<file path="src/rtl/legv8_insn_encoder.sv">
// Purpose : packs symbolic LEGv8 instructions into 32-bit words and streams them into instruction memory.
// Latency : request accepted at edge N -> wr_en (or err) high for the whole cycle after edge N.
// Backpressure: req_ready low while a request is being emitted, while full, or while clear is asserted.
//
// Ports:
//   clk, reset_n            clock, asynchronous active-low reset
//   req_valid/req_ready     request handshake
//   op, rd, rn, rm, imm,    symbolic instruction fields (rd doubles as Rt)
//   shamt
//   clear                   synchronous restart of address and word count
//   wr_en/wr_addr/wr_data   instruction-memory write port (byte address)
//   err/err_code            rejection pulse and sticky reason (1 op, 2 imm, 3 shamt)
//   count/full              words written, count == DEPTH
module legv8_insn_encoder #(
  parameter int ADDR_W    = 10,
  parameter int DEPTH     = 256,
  parameter int BASE_ADDR = 0
) (
  input  logic              clk,
  input  logic              reset_n,
  input  logic              req_valid,
  output logic              req_ready,
  input  logic [3:0]        op,
  input  logic [4:0]        rd,
  input  logic [4:0]        rn,
  input  logic [4:0]        rm,
  input  logic [25:0]       imm,
  input  logic [5:0]        shamt,
  input  logic              clear,
  output logic              wr_en,
  output logic [ADDR_W-1:0] wr_addr,
  output logic [31:0]       wr_data,
  output logic              err,
  output logic [1:0]        err_code,
  output logic [ADDR_W-1:0] count,
  output logic              full
);

  localparam logic [3:0] OP_ADDI = 4'd0;
  localparam logic [3:0] OP_ADDS = 4'd1;
  localparam logic [3:0] OP_B    = 4'd2;
  localparam logic [3:0] OP_BLT  = 4'd3;
  localparam logic [3:0] OP_CBZ  = 4'd4;
  localparam logic [3:0] OP_LDUR = 4'd5;
  localparam logic [3:0] OP_LSL  = 4'd6;
  localparam logic [3:0] OP_LSR  = 4'd7;
  localparam logic [3:0] OP_MUL  = 4'd8;
  localparam logic [3:0] OP_STUR = 4'd9;
  localparam logic [3:0] OP_SUBS = 4'd10;

  localparam logic [1:0] ERR_NONE = 2'd0;
  localparam logic [1:0] ERR_OP   = 2'd1;
  localparam logic [1:0] ERR_IMM  = 2'd2;

  localparam logic [ADDR_W-1:0] BASE    = ADDR_W'(BASE_ADDR);
  localparam logic [ADDR_W-1:0] DEPTH_W = ADDR_W'(DEPTH);
  localparam logic [ADDR_W-1:0] STEP    = ADDR_W'(4);

  typedef enum logic {IDLE, EMIT} state_t;

  state_t            state, state_nxt;
  logic [ADDR_W-1:0] addr_q, count_q;
  logic              accept;
  logic [31:0]       enc_word;
  logic [1:0]        enc_code;
  logic              dt_imm_ok;   // 9-bit signed load/store offset
  logic              br_imm_ok;   // 19-bit signed conditional-branch offset

  // Upper bits must be a pure sign extension of the field's top bit.
  assign dt_imm_ok = (&imm[25:8])  | ~(|imm[25:8]);
  assign br_imm_ok = (&imm[25:18]) | ~(|imm[25:18]);

  // Encoder. A 6-bit shamt port cannot exceed 63, so no shamt error is
  // ever raised from this port width.
  always_comb begin
    enc_word = '0;
    enc_code = ERR_NONE;
    case (op)
      OP_ADDI: begin
        enc_word = {10'b1001000100, imm[11:0], rn, rd};
        if (|imm[25:12]) enc_code = ERR_IMM;
      end
      OP_ADDS: enc_word = {11'b10101011000, rm, 6'b000000, rn, rd};
      OP_SUBS: enc_word = {11'b11101011000, rm, 6'b000000, rn, rd};
      OP_LSL:  enc_word = {11'b11010011011, 5'b00000, shamt, rn, rd};
      OP_LSR:  enc_word = {11'b11010011010, 5'b00000, shamt, rn, rd};
      OP_MUL:  enc_word = {11'b10011011000, rm, 6'b011111, rn, rd};
      OP_LDUR: begin
        enc_word = {11'b11111000010, imm[8:0], 2'b00, rn, rd};
        if (!dt_imm_ok) enc_code = ERR_IMM;
      end
      OP_STUR: begin
        enc_word = {11'b11111000000, imm[8:0], 2'b00, rn, rd};
        if (!dt_imm_ok) enc_code = ERR_IMM;
      end
      OP_B:    enc_word = {6'b000101, imm};
      OP_CBZ: begin
        enc_word = {8'b10110100, imm[18:0], rd};
        if (!br_imm_ok) enc_code = ERR_IMM;
      end
      OP_BLT: begin
        enc_word = {8'b01010100, imm[18:0], 5'b01011};
        if (!br_imm_ok) enc_code = ERR_IMM;
      end
      default: enc_code = ERR_OP;
    endcase
  end

  // State register
  always_ff @(posedge clk or negedge reset_n) begin
    if (!reset_n) state <= IDLE;
    else          state <= state_nxt;
  end

  // Next state
  always_comb begin
    state_nxt = state;
    case (state)
      IDLE:    if (accept) state_nxt = EMIT;
      EMIT:    state_nxt = IDLE;
      default: state_nxt = IDLE;
    endcase
  end

  // State-decoded outputs
  always_comb begin
    req_ready = 1'b0;
    if (state == IDLE) req_ready = !full && !clear;
  end

  assign accept = req_valid && req_ready;

  // Write/err outputs are registered at the accepting edge so they are
  // clean for the entire EMIT cycle; address and count advance at the
  // edge that closes EMIT, once the memory has taken the word.
  always_ff @(posedge clk or negedge reset_n) begin
    if (!reset_n) begin
      wr_en    <= 1'b0;
      wr_data  <= '0;
      err      <= 1'b0;
      err_code <= ERR_NONE;
      addr_q   <= BASE;
      count_q  <= '0;
    end else begin
      wr_en <= 1'b0;
      err   <= 1'b0;
      if (accept) begin
        if (enc_code == ERR_NONE) begin
          wr_en   <= 1'b1;
          wr_data <= enc_word;
        end else begin
          err      <= 1'b1;
          err_code <= enc_code;
        end
      end
      // clear overrides the post-write increment
      if (clear) begin
        addr_q  <= BASE;
        count_q <= '0;
      end else if (state == EMIT && wr_en) begin
        addr_q  <= addr_q + STEP;
        count_q <= count_q + 1'b1;
      end
    end
  end

  assign wr_addr = addr_q;
  assign count   = count_q;
  assign full    = (count_q == DEPTH_W);

endmodule

</file>
<file path="config.mk">
export PLATFORM = sky130hd
export DESIGN_NAME = legv8_insn_encoder
export DESIGN_NICKNAME = d
export VERILOG_FILES = /design/src/rtl/legv8_insn_encoder.sv
export SDC_FILE = /design/constraint.sdc
export NUM_CORES = 1
export LEC_CHECK = 0
export CAP_MARGIN = 20
export CELL_PAD_IN_SITES_DETAIL_PLACEMENT = 0
export CELL_PAD_IN_SITES_GLOBAL_PLACEMENT = 1
export CORE_ASPECT_RATIO = 1.5
export CORE_UTILIZATION = 36
export CTS_CLUSTER_DIAMETER = 200
export DETAILED_ROUTE_END_ITERATION = 8
export HOLD_SLACK_MARGIN = 0.05
export PLACE_DENSITY_LB_ADDON = 0.1
export SKIP_CTS_REPAIR_TIMING = 1
export SYNTH_ARGS = -nofsm -noshare
export SYNTH_HDL_FRONTEND = slang
export SYNTH_SLANG_ARGS = --single-unit
</file>
<file path="constraint.sdc">
create_clock -name clk -period 3.6 [get_ports clk]
set_input_delay 0.54 -clock clk [delete_from_list [all_inputs] [get_ports clk]]
set_output_delay 0.54 -clock clk [all_outputs]
set_load 0.05 [all_outputs]
</file>
Yosys cells after proc, flatten, opt, wreduce, memory -nomap -nowiden
Cells that the tools add are included.
{"block": "word_totals", "in_bits": 55, "register_bits": 57}
{"block": "op_classes", "n_bitwise": 6, "eq_ne": 11, "muxes": 16, "add_sub_neg": 2, "n_reduce_logical": 18}
{"operator": "$pmux 32 s11", "count": 1}
{"operator": "$mux 10", "count": 4}
{"operator": "$reduce_and 18->1", "count": 1}
{"operator": "$reduce_or 18->1", "count": 1}
{"operator": "$eq 4x3->1 const B", "count": 4}
{"operator": "$reduce_or 14->1", "count": 1}
{"operator": "$eq 4x4->1 const B", "count": 3}
{"operator": "$add 10x1->10 const B", "count": 1}
{"operator": "$add 10x3->10 const B", "count": 1}
{"operator": "$eq 10x9->1 const B", "count": 1}
{"operator": "$eq 4x2->1 const B", "count": 2}
{"operator": "$pmux 2 s4", "count": 1}
{"operator": "$reduce_and 8->1", "count": 1}
{"operator": "$reduce_or 8->1", "count": 1}
{"operator": "$mux 1", "count": 6}
{"operator": "$mux 2", "count": 3}
{"operator": "$reduce_or 6->1", "count": 1}
{"operator": "$eq 4x1->1 const B", "count": 1}
{"operator": "$logic_not 4->1", "count": 1}
{"operator": "$not 1->1", "count": 4}
{"operator": "$reduce_and 2->1", "count": 2}
{"operator": "$reduce_or 2->1", "count": 2}
{"operator": "$logic_and 1x1->1", "count": 3}
{"operator": "$logic_not 1->1", "count": 2}
{"operator": "4 further kinds", "count": 5}

Logic depth before layout (Yosys ltp)
Gate-level depths: netlist of run 1.
{"block": "depth", "ltp_word": 8, "depth_mapped": 11, "depth_no_buf": 10}

Least setup slack after synthesis of run 1
OpenSTA, ideal clock, no wires.
{"block": "synth_timing", "path_kind": "register to register", "start": "reg count_q[0], in the netlist count[0]", "end": "reg wr_data[12]", "required_ps": 3475, "path_stages_with_launch": 12, "setup_ps": 125, "setup_slack_ps": -136, "t_arrival_ps": 3611, "path_buffers": 1, "synth_period_minus_slack_ps": 3736, "path_cell_list": "dfrtp_1 > inv_1 > ha_1 > nor2b_1 > nand4_1 > inv_1 > nor3_1 > nand2_1 > inv_1 > nand3_4 > buf_6 > mux2_4"}
{"block": "synth_via", "elab_chain_len": 6}
{"item": "start, declared", "line_no": "62", "text": "logic [ADDR_W-1:0] addr_q, count_q;"}
{"item": "start signal, assigned", "line_no": "162", "text": "count_q <= count_q + 1'b1;"}
{"item": "$eq 10x9->1", "line_no": "169", "text": "assign full = (count_q == DEPTH_W);"}
{"item": "net full", "line_no": "36", "text": "output logic full"}
{"item": "$logic_not 1->1", "line_no": "128", "text": "if (state == IDLE) req_ready = !full && !clear;"}
{"item": "$logic_and 1x1->1", "line_no": "128"}
{"item": "$mux 1", "line_no": "128"}
{"item": "net req_ready", "line_no": "22", "text": "output logic req_ready,"}
{"item": "$logic_and 1x1->1", "line_no": "131", "text": "assign accept = req_valid && req_ready;"}
{"item": "$reduce_and 2->1 (no source line)"}
{"item": "end signal, assigned", "line_no": "150", "text": "wr_data <= enc_word;"}
{"item": "end, declared", "line_no": "32", "text": "output logic [31:0] wr_data,"}
The timed path passes the listed nets, and every way through them passes these cells.
A chain may end at the register's enable or synchronous reset.

Final worst setup path of run 1
{"block": "layout_timing", "start": "in imm[18]", "end": "reg wr_data[15]"}
{"block": "layout_via", "elab_chain_len": 7}
{"item": "start, declared", "line_no": "27", "text": "input logic [25:0] imm,"}
{"item": "$reduce_or 18->1 or $reduce_or 8->1 (tied branches)", "line_no": "70, 71"}
{"item": "$not 1->1, on equally long branches", "line_no": "70, 71"}
{"item": "$or 1x1->1, on equally long branches", "line_no": "70, 71"}
{"item": "$mux 2, on equally long branches"}
{"item": "$pmux 2 s4 *", "line_no": "78", "text": "case (op)"}
{"item": "$logic_not 2->1 *", "line_no": "148", "text": "if (enc_code == ERR_NONE) begin"}
{"item": "$reduce_and 2->1 (no source line) *"}
Every way passes the cells marked *; elsewhere a longest branch is shown, timed or not.

==> results of run 1 <==
## metrics by stage
step | setup WS, ns | cell area (µm²) | utilization
global placement | 0.349 | 4450 | 0.523
CTS | 0.623 | 4590 | 0.540
finish | 0.622 | 4590 | 0.540
floorplan | 0.400 | 3220 | -
global route | 0.525 | 4590 | 0.540
detailed placement | 0.311 | 4450 | 0.523
## area by class of cell
cell class,count,area [µm²],area share
clock buffers,5,125,0.0272
clock inverters,3,18.8,0.00408
inverters,21,78.8,0.0172
multi-input cells,238,1660,0.362
flip-flops and latches,55,1380,0.300
well taps,107,134,0.0291
repair buffers,122,1200,0.261
## registers in the layout, summed over array words and instances, names as in the netlist
signal and cells:
err_code 2, wr_data 32, err 1, wr_en 1, state 1, wr_addr 8
count 10
## Yosys cell counts (all sizes together)
master / instances / area, µm²
a211oi: 2 / 15.0
a21o: 1 / 7.51
a21oi: 11 / 55.1
a221o: 3 / 30.0
a222oi: 13 / 130
a22o: 6 / 52.6
a31oi: 1 / 21.3
a32o: 1 / 10.0
and2: 4 / 25.0
and3: 5 / 31.3
buf: 8 / 57.6
clkbuf: 14 / 52.6
conb: 1 / 3.75
dfrtp: 55 / 1380
ha: 3 / 37.5
inv: 21 / 78.8
mux2: 18 / 259
mux2i: 16 / 160
nand2: 36 / 135
nand2b: 4 / 25.0
nand3: 7 / 47.6
nand3b: 2 / 15.0
nand4: 13 / 81.3
nor2: 35 / 131
nor2b: 3 / 18.8
nor3: 2 / 10.0
nor4: 5 / 31.3
nor4b: 1 / 8.76
o21a: 1 / 7.51
o21ai: 20 / 100
o21bai: 1 / 7.51
o22a: 1 / 8.76
o22ai: 1 / 6.26
or2: 1 / 6.26
or3b: 1 / 8.76
or4: 1 / 11.3
xnor2: 2 / 17.5
xor2: 15 / 131
## routing by layer
metal | vias to the layer above | GRT usage
met4 | 0 | 0.0705
met5 | - | 0
met2 | 103 | 0.387
met3 | 10 | 0.0341
li1 | 1400 | -
met1 | 1406 | 0.247
## worst max-delay path: stages
cell             delay (ns)
clkdlybuf4s50_1        0.55
nand4_1                0.13
or2_0                  0.24
or4_4                  0.54
a31oi_4                0.26
nand3_4                0.31
buf_12                 0.28
mux2_4                 0.30
## worst max-delay path by stage
stage                  start     endpoint  slack (ns)  cells past startpoint
finish               imm[18]  wr_data[15]        0.62                      8
global route           op[2]  wr_data[15]        0.53                      8
CTS                  imm[18]  wr_data[18]        0.62                      8
detailed placement   imm[18]  wr_data[15]        0.31                      8
global placement     imm[18]  wr_data[16]        0.35                      8
floorplan           count[0]  wr_data[12]        0.40                     11
## cell families after synthesis
kind of cell,count (synthesis),synth area share
mux,34,0.130
compound gates,62,0.141
xor+xnor,17,0.0463
other cells,1,0.00117
simple gates,120,0.183
fa+ha+maj,3,0.0117
buf+inv,43,0.0588
flops,55,0.428
## power by group
part | internal [W] | switching (W)
combinational | 0.000361 | 0.000583
clock | 0.000259 | 0.000232
sequential | 0.000723 | 0.0000652
==> results.cfg, run 1 <==
[sta]
finClkSkew_ns = 0.00706
final-setup-viol-count = 0
relSlewSlack = 0.498
rsz0062_at_grt = false
worst_hold_slack_ns = 0.311
worstMarginPinSlew_ns = 0.754
period_needed_ns = 2.98
setup_tns_ns = 0
fmax_mhz = 336
report.final.slew_viol_count = 0
hold_violations = 0
fin_crit_sh = 0.827

[setup_path]
crit_path_end_kind = register
crit_fanout = 18
rr_endpoint = wr_data[15]
required_ns = 3.79
worst_setup_path_start_kind = input pin
critPathKind = input pin to register
rrSetupSlack_ns = 1.23
cp.arrival_ns = 3.16
worstRegToRegCells = 11
r2r-start = count[0]

[floorplan]
die_height_um = 118
die_width_um = 79.1
rows = 41
start_util = 0.377
dieArea_mm2 = 0.00931
boundaryPins = 113
coreArea_mm2 = 0.00852

[power_and_ir_drop]
power_density_mw_per_mm2 = 484
ir_drop_v = 0.000258
leakage_nw = 2.08
total_power_w = 0.00222

[clocking]
insertion_delay_ns = 0.30
htreeDepth = 2
clock-sinks = 55
cts_buffer_depth = 2
cts-root-buf = clkbuf_16
cts_made_buffers = 5
tritoncts = yes
path_clk_slew_ns = 0.07

[routing]
met1_length_um = 3790
vias = 2919
drtIter0Drc = 170
wl_per_cell_um = 17.4
drt_wl_total_um = 9610
detail-route-antenna-nets = 0
routed.top_layer = met4
wl_met3_um = 507
drc_errors = 0
drtPass1Iterations = 5
viasPerCell = 5.30
met2_length_um = 5160

[logic_synthesis]
yosysSeqAreaShare = 0.428
synth_area_per_cell_um2 = 9.59
synthCells = 335
synth_warnings = 0
ys_types = 43
ys_seq_elements = 55
mappedNetlistArea_mm2 = 0.00321

[place]
port_buffers = 110
dp_cells = 543
place_hpwl_um = 7530
globalplace.congestion = 0.869

[global_route]
grt_pass1_vias = 2969
antenna_found_initial = 0
grt_overflow = 0
grt_max_degree = 33
grtUsageTotal = 0.213
grt_pass1_wl_um = 15200

[layout]
nNetsFinal = 501
nFillCells = 811
antenna_cells = 0
instances_no_fill = 551
drive_above_1_share = 0.101
layout.cells.most_common = clkdlybuf4s50_1
syn_to_final_growth_pct = 43.0
mostFrequentLayoutCells = clkdlybuf4s50_1 (109), dfrtp_1 (55), nand2_1 (36)

[run]
cap_violations = 0

[status]
outcome = completed

[hold_path]
hold_class = input pin to asynchronous set/reset pin
(Power assumes the default switching activity.)
==> inputs of run 2 (changes only) <==
CORE_UTILIZATION = 34   (was 36)
clock period = 2.8 ns   (was 3.6 ns; I/O delays follow)
==> results.cfg, run 2 (same netlist as run 1, synthesis figures left out) <==
[status]
outcome = completed

[floorplan]
die_height_um = 121
rows = 43
die_width_um = 81.4
start_util = 0.349
coreArea_mm2 = 0.00920
dieArea_mm2 = 0.00985
boundaryPins = 113

[setup_path]
slowest_stage = clkdlybuf4s50_1
crit_path_end_kind = output pin
cp.arrival_ns = 2.17
rr_endpoint = wr_data[29]
worstRegToRegCells = 11
crit_chain = inv_2 > ha_2 > nor2b_1 > nand4_1 > clkinvlp_4 > clkdlybuf4s50_1
crit_fanout = 5
critPathKind = register to output pin
r2r-start = count[0]
worst_setup_path_start_kind = register
required_ns = 2.38
cpLargestDelayFamily = buffers and inverters
crit_path_max_incr_delay_ns = 0.80
worst-path-buf-inv = 3
rrSetupSlack_ns = 0.60

[place]
dp_slack_ns = -0.0276
globalplace.congestion = 0.874
port_buffers = 110
place_hpwl_um = 7740
dp_cells = 574

[layout]
syn_to_final_growth_pct = 51.9
largest_register_ffs = 32
mostFrequentLayoutCells = clkdlybuf4s50_1 (108), dfrtp_1 (53), buf_4 (36)
nNetsFinal = 527
drive_above_1_share = 0.168
fin_util = 0.531
largest-register = wr_data
nFillCells = 877
instances_no_fill = 582
layout.cells.most_common = clkdlybuf4s50_1
antenna_cells = 0

[global_route]
grtUsageTotal = 0.210
grt_pass1_wl_um = 15400
grt_pass1_vias = 3120
grt_overflow = 0
antenna_found_initial = 0
grt_max_degree = 56

[routing]
drtPass1Iterations = 7
vias = 3017
drt_wl_total_um = 9920
drtIter0Drc = 222
viasPerCell = 5.18
wl_per_cell_um = 17.0
detail-route-antenna-nets = 0
drc_errors = 0

[power_and_ir_drop]
leakage_nw = 2.22
power_density_mw_per_mm2 = 627
total_power_w = 0.00306
ir_drop_v = 0.000437

[clocking]
path_clk_slew_ns = 0.07
tritoncts = yes
clock-sinks = 55
cts_made_buffers = 5
cts_buffer_depth = 2
cts-root-buf = clkbuf_16
insertion_delay_ns = 0.29
htreeDepth = 2

[sta]
fin_crit_sh = 0.927
relSlewSlack = 0.522
period_needed_ns = 2.59
finClkSkew_ns = 0.00417
worstMarginPinSlew_ns = 0.717
timing.final.ws_setup_ns = 0.205
rsz0062_at_grt = false
hold_violations = 0
report.final.slew_viol_count = 0
fmax_mhz = 385
final-setup-viol-count = 0
worst_hold_slack_ns = 0.252

[hold_path]
hold_class = input pin to asynchronous set/reset pin

[run]
cap_violations = 0
-- run 2: final cells by class --
class | count | area [µm²] | area share
clock inverter | 2 | 60.1 | 0.0123
sequential | 55 | 1380 | 0.282
inverter | 21 | 82.6 | 0.0169
multi-input combinational | 238 | 1670 | 0.343
clock buffer | 6 | 129 | 0.0264
tap | 112 | 140 | 0.0287
timing repair buffer | 148 | 1420 | 0.290
-- run 2: report_power, final --
part / internal [W] / total (W) / switching, W
logic: 0.000492 / 0.00125 / 0.000755
clock network: 0.000513 / 0.000798 / 0.000285
registers: 0.000930 / 0.00102 / 0.0000871
-- run 2: worst max-delay path by stage --
stage                        to  slack (ns)  cells after the start      from
floorplan           wr_data[12]       -0.03                     11  count[1]
global placement    wr_data[25]      0.0001                      8   imm[19]
detailed placement  wr_data[29]       -0.03                      8   imm[19]
CTS                        full        0.16                      6  count[0]
global route               full        0.14                      6  count[0]
finish                     full        0.21                      6  count[0]
-- run 2: per-layer routing --
| metal | vias to the layer above | GRT usage | wire [µm] |
|---|---|---|---|
| li1 | 1452 | - | - |
| met1 | 1440 | 0.228 | 3780 |
| met2 | 108 | 0.386 | 5300 |
| met3 | 17 | 0.0331 | 538 |
| met4 | 0 | 0.0904 | 295 |
| met5 | - | 0 | 0 |
-- run 2: through the flow --
step / TNS, ns / instance area (µm²)
final: 0 / 4880
after floorplan: -0.397 / 3250
after detailed placement: -0.131 / 4690
after global placement: 0 / 4690
after global routing: 0 / 4880
after CTS: 0 / 4880
-- run 2: worst reg2reg max path: cells and delay by family (launching register included) --
kind          cells  cell delay, ns
buf+inv           4            0.49
mux               1            0.30
simple gates      5            0.72
fa+ha+maj         1            0.15
flops             1            0.42
